File: src/rtl/regbank_reader.sv
// regbank_reader
// Read-side access unit for the 16x16 register bank.
//   - Decodes a write request into one-hot bank write enables (rEnable) and
//     passes the write data straight through (writePort).
//   - Accepts dual-operand read requests over a valid/ready handshake. Each
//     operand is captured with same-cycle write bypass and stored in a
//     2-entry response FIFO whose head drives rdata_a/rdata_b.
// Ports:
//   clk, reset            clock, synchronous active-high reset
//   r0..r15               current bank register values
//   wr_en/wr_addr/wr_data write request; wr_data is also the bypass source
//   rEnable, writePort    one-hot write enables and write data to the bank
//   req_valid/req_ready   read request handshake, raddr_a/raddr_b operands
//   rsp_valid/rsp_ready   response handshake, rdata_a/rdata_b head operands
// Parameter ZERO_R0: register 0 reads as zero and is never written.

module regbank_reader #(
    parameter bit ZERO_R0 = 1'b0
) (
    input  logic        clk,
    input  logic        reset,
    input  logic [15:0] r0,
    input  logic [15:0] r1,
    input  logic [15:0] r2,
    input  logic [15:0] r3,
    input  logic [15:0] r4,
    input  logic [15:0] r5,
    input  logic [15:0] r6,
    input  logic [15:0] r7,
    input  logic [15:0] r8,
    input  logic [15:0] r9,
    input  logic [15:0] r10,
    input  logic [15:0] r11,
    input  logic [15:0] r12,
    input  logic [15:0] r13,
    input  logic [15:0] r14,
    input  logic [15:0] r15,
    input  logic        wr_en,
    input  logic [3:0]  wr_addr,
    input  logic [15:0] wr_data,
    output logic [15:0] rEnable,
    output logic [15:0] writePort,
    input  logic        req_valid,
    output logic        req_ready,
    input  logic [3:0]  raddr_a,
    input  logic [3:0]  raddr_b,
    output logic        rsp_valid,
    input  logic        rsp_ready,
    output logic [15:0] rdata_a,
    output logic [15:0] rdata_b
);

    logic [15:0] bankVal [16];

    assign bankVal[0]  = r0;
    assign bankVal[1]  = r1;
    assign bankVal[2]  = r2;
    assign bankVal[3]  = r3;
    assign bankVal[4]  = r4;
    assign bankVal[5]  = r5;
    assign bankVal[6]  = r6;
    assign bankVal[7]  = r7;
    assign bankVal[8]  = r8;
    assign bankVal[9]  = r9;
    assign bankVal[10] = r10;
    assign bankVal[11] = r11;
    assign bankVal[12] = r12;
    assign bankVal[13] = r13;
    assign bankVal[14] = r14;
    assign bankVal[15] = r15;

    // Write decode. Reset suppresses forwarding so writes presented while
    // the unit is held in reset never reach the bank.
    always_comb begin
        rEnable = '0;
        if (wr_en && !reset && !(ZERO_R0 && (wr_addr == 4'd0))) begin
            rEnable[wr_addr] = 1'b1;
        end
    end

    assign writePort = wr_data;

    // Operand capture values. The zero-register rule has priority over the
    // bypass, which in turn overrides the bank value so that a same-cycle
    // write to the addressed register is observed by the read.
    logic [15:0] opA;
    logic [15:0] opB;

    always_comb begin
        opA = bankVal[raddr_a];
        if (wr_en && (wr_addr == raddr_a)) begin
            opA = wr_data;
        end
        if (ZERO_R0 && (raddr_a == 4'd0)) begin
            opA = '0;
        end
        opB = bankVal[raddr_b];
        if (wr_en && (wr_addr == raddr_b)) begin
            opB = wr_data;
        end
        if (ZERO_R0 && (raddr_b == 4'd0)) begin
            opB = '0;
        end
    end

    // Response FIFO: headQ is always the oldest entry, tailQ the second one.
    // Entries are {operand a, operand b} snapshots taken at acceptance.
    logic [1:0]  countQ, countD;
    logic [31:0] headQ, headD;
    logic [31:0] tailQ, tailD;
    logic        push;
    logic        pop;

    assign req_ready = (countQ != 2'd2) && !reset;
    assign rsp_valid = (countQ != 2'd0) && !reset;
    assign rdata_a   = reset ? 16'h0000 : headQ[31:16];
    assign rdata_b   = reset ? 16'h0000 : headQ[15:0];
    assign push      = req_valid && req_ready;
    assign pop       = rsp_valid && rsp_ready;

    // Push and pop together can only happen with one entry stored, so the
    // new entry replaces the head directly. A pop that empties the FIFO
    // leaves the head untouched so the outputs hold their last value.
    always_comb begin
        countD = countQ;
        headD  = headQ;
        tailD  = tailQ;
        if (push && pop) begin
            headD = {opA, opB};
        end else if (pop) begin
            countD = countQ - 2'd1;
            if (countQ == 2'd2) begin
                headD = tailQ;
            end
        end else if (push) begin
            countD = countQ + 2'd1;
            if (countQ == 2'd0) begin
                headD = {opA, opB};
            end else begin
                tailD = {opA, opB};
            end
        end
    end

    // FIFO state register; reset discards any buffered responses.
    always_ff @(posedge clk) begin
        if (reset) begin
            countQ <= 2'd0;
            headQ  <= '0;
            tailQ  <= '0;
        end else begin
            countQ <= countD;
            headQ  <= headD;
            tailQ  <= tailD;
        end
    end

endmodule

File: config.mk
export PLATFORM = sky130hd
export DESIGN_NAME = regbank_reader
export DESIGN_NICKNAME = d
export VERILOG_FILES = /design/src/rtl/regbank_reader.sv
export SDC_FILE = /design/constraint.sdc
export NUM_CORES = 1
export LEC_CHECK = 0
export ABC_AREA = 1
export ABC_CLOCK_PERIOD_IN_PS = 2300
export BUFFER_PORTS_ARGS = -buffer_cell sky130_fd_sc_hd__buf_2
export CAP_MARGIN = 20
export CORE_MARGIN = 2
export CORE_UTILIZATION = 30
export DETAILED_ROUTE_END_ITERATION = 12
export PLACE_DENSITY = 0.5
export RECOVER_POWER = 25
export SYNTH_ARGS = -nofsm -noshare
export SYNTH_HDL_FRONTEND = slang
export SYNTH_SLANG_ARGS = --single-unit
File: constraint.sdc
create_clock -name clk -period 2.3 [get_ports clk]
set_clock_uncertainty 0.15 [all_clocks]
set_input_delay 0.115 -clock clk [delete_from_list [all_inputs] [get_ports clk]]
set_output_delay 0.115 -clock clk [all_outputs]
set_load 0.01 [all_outputs]
==> reports/results.txt <==
largest net degree at the start of global routing -> 91
GRT Residual Overflow -> 0
Pleak -> 7.145 nW
sequential fraction of the synthesis area -> 13.77%
CP Launch Type -> primary input
Slew HR -> 67.89%
clock-pin slew on the worst setup and hold paths -> 0.06 ns
Arrival @ worst endpoint -> 1.88 ns
YS warnings -> 0
CTS root buf -> clkbuf_16
initial core utilization -> 30.40%
layout cells sized above 1 -> 19.56%
placed instance count -> 2,583
Hold Path Class -> primary input to flip-flop
launching point of the worst reg2reg path -> countQ[1]$_SDFFE_PP0P_
Post-Syn Area -> 9593 um2
average routed wire per standard cell -> 18.54 um
r2r endpoint -> headQ[31]$_SDFFE_PP0P_
initial drt markers -> 1,832
TNS Setup -> 0 ns
number of buffers created by CTS -> 9
Worst Slack Setup Final -> 0.1529 ns
final hold vios -> 0
Critical Path Source -> reset
CTS H-tree depth -> 3
footprint of the multi-input gates -> 6285 um2
Min Hold Slack -> 0.07032 ns
die area -> 33,420 um2
fmax -> 465.8 MHz
Pwr Density -> 419.9 nW/um2
period utilization -> 93.35%
min Tclk post-route -> 2.147 ns
worst skew pair latency -> 0.33 ns
Design Area, Final -> 12,090 um2
status -> finished, final reports clean
CTS Sinks -> 66
final core occ -> 38.33%
Tot Pwr -> 5.079 mW
area grow syn2layout -> 26.07%
detailed-route via count -> 13,534
VDD IR max -> 0.4033 mV
max-slew violation count -> 0
dpl hpwl -> 35.64 mm
Ports -> 355
Total Wirelength -> 48.55 mm
Routed Antenna Nets -> 0
Mapped Cells -> 1,940
filler cell count in the final layout -> 3,641
vias in the first global route -> 12,633
first-pass GRT wire length -> 72.91 mm
Cell Area, Placed -> 11,580 um2
cell taking the most area after synthesis -> nand2_1
pre-CTS setup slack -> 0.2335 ns
Main synth FF type -> dfxtp_1
final setup vio count -> 0
worst-margin pin slew -> 0.4816 ns
Overall Global Routing Usage -> 28.17%
Synth top area share -> 27.43%
Yosys cell types -> 34
final non-filler cell total -> 2,618
Rows -> 65
# port buffers -> 354
crit end category -> output pin
Max Cap Violations -> 0
Critical path destination -> rEnable[0]
Post-CTS Setup Inserts -> 0
clk buf depth -> 2
r2r setup slk -> 0.27 ns
die width -> 182.8 um
Syn Area/Cell -> 4.945 um2
Register Area -> 1321 um2
TritonCTS clock tree -> done
top cells by area, synth -> nand2_1 (27%), nand3_1 (25%), dfxtp_1 (14%)
Syn Nets -> 2,233
RSZ-0062 raised after global routing -> false
post-DR vias/cell -> 5.170
FF+latch count, synth -> 66
DRC viols -> 0
Post-synth ARST share -> 0%
Critical Path RT -> 2.04 ns
R2R depth -> 12
Nets -> 2,503
EDFF count, synth -> 0
CP Max Fanout -> 34
drt pass-1 iters -> 5
WS Path Type -> primary input to output pin
Final Wtd Congestion -> 0.9183
chip height -> 182.8 um
CORE AREA -> 31,560 um2
initial antenna violation count -> 3
-- per-layer routing --
layer / track usage, % / up-vias / wire, um
met1: 39.98 / 6035 / 21380
met2: 42.14 / 827 / 20200
met5: 0 / - / 0
met3: 4.249 / 106 / 4736
li1: - / 6566 / -
met4: 12.19 / 0 / 2232
-- cell usage in the layout (no fill, tap or decap), types with 3 or more instances in the layout --
| cell type | synthesis | final |
|---|---|---|
| nor3_1 | 9 | 9 |
| buf_12 | 2 | 18 |
| inv_2 | 4 | 6 |
| nor2_2 | 31 | 30 |
| nor2_1 | 83 | 83 |
| o21ai_1 | 7 | 7 |
| dlygate4sd3_1 | 0 | 16 |
| nor2_4 | 2 | 3 |
| inv_1 | 303 | 299 |
| buf_2 | 72 | 324 |
| ha_1 | 4 | 4 |
| dfxtp_1 | 66 | 66 |
| nand2_1 | 701 | 701 |
| nand3_1 | 483 | 483 |
| o21ai_0 | 29 | 29 |
| clkbuf_16 | 0 | 11 |
| clkbuf_1 | 18 | 28 |
| clkinv_2 | 0 | 4 |
| a31oi_1 | 32 | 32 |
| o22ai_1 | 3 | 3 |
| buf_4 | 21 | 21 |
| nand4_1 | 16 | 16 |
-- area by class of cell --
type,count,area share (%)
clock inverter,5,0.6518
clock buffer,10,1.976
inverter,310,9.663
tap,402,4.159
multi-input combinational,1412,51.97
antenna,2,0.04138
sequential,66,10.92
timing repair buffer,411,20.62
-- worst min path at each step --
stage	cells after the start	slack (ns)	end	startpoint
3_5_place_dp	2	0.22	countQ[0]$_SDFFE_PP0P_	reset
3_3_place_gp	2	0.22	countQ[0]$_SDFFE_PP0P_	reset
5_1_grt	3	0.11	tailQ[23]$_SDFFE_PP0P_	wr_data[7]
6_report	3	0.07	tailQ[23]$_SDFFE_PP0P_	wr_data[7]
4_1_cts	3	0.006	tailQ[23]$_SDFFE_PP0P_	wr_data[7]
2_1_floorplan	2	0.15	tailQ[26]$_SDFFE_PP0P_	wr_data[10]
-- flip-flops by register name (all words and copies together), names as in the netlist --
name	cells
headQ	32
tailQ	32
countQ	2
-- cells in the mapped netlist, drive strengths merged, types with 9 or more instances --
| master | n |
|---|---|
| dfxtp | 66 |
| nor2 | 116 |
| nand3 | 484 |
| a31oi | 32 |
| nand4 | 16 |
| o21ai | 37 |
| inv | 308 |
| buf | 134 |
| nor3 | 9 |
| nand2 | 704 |
| clkbuf | 18 |
-- critical path: stages --
cell	delay (ns)
dlygate4sd3_1	0.53
buf_2	0.16
buf_4	0.27
nor2_1	0.26
inv_1	0.17
nor3_1	0.19
buf_2	0.17
-- cells by family after synthesis --
| group | after synthesis | synth area share [%] |
|---|---|---|
| adder cells (fa/ha/maj) | 4 | 0.5217 |
| buffers and inverters | 462 | 20.79 |
| XOR/XNOR | 1 | 0.09132 |
| AND/OR/NAND/NOR | 1331 | 60.21 |
| flip-flops | 66 | 13.77 |
| AO/OA/AOI/OAI | 76 | 4.617 |
-- power breakdown --
part           leakage [nW]  internal, mW  switching, mW
logic                  6.45         0.800           1.50
registers             0.537          1.26         0.0472
clock network         0.158         0.970          0.505
-- what timing repair did --
item	in CTS	in global routing
hold buffers	16	0
gates resized for setup	0	3
setup endpoints to repair	0	8
hold endpoints to repair	19	0
(Power assumes the default switching activity.)
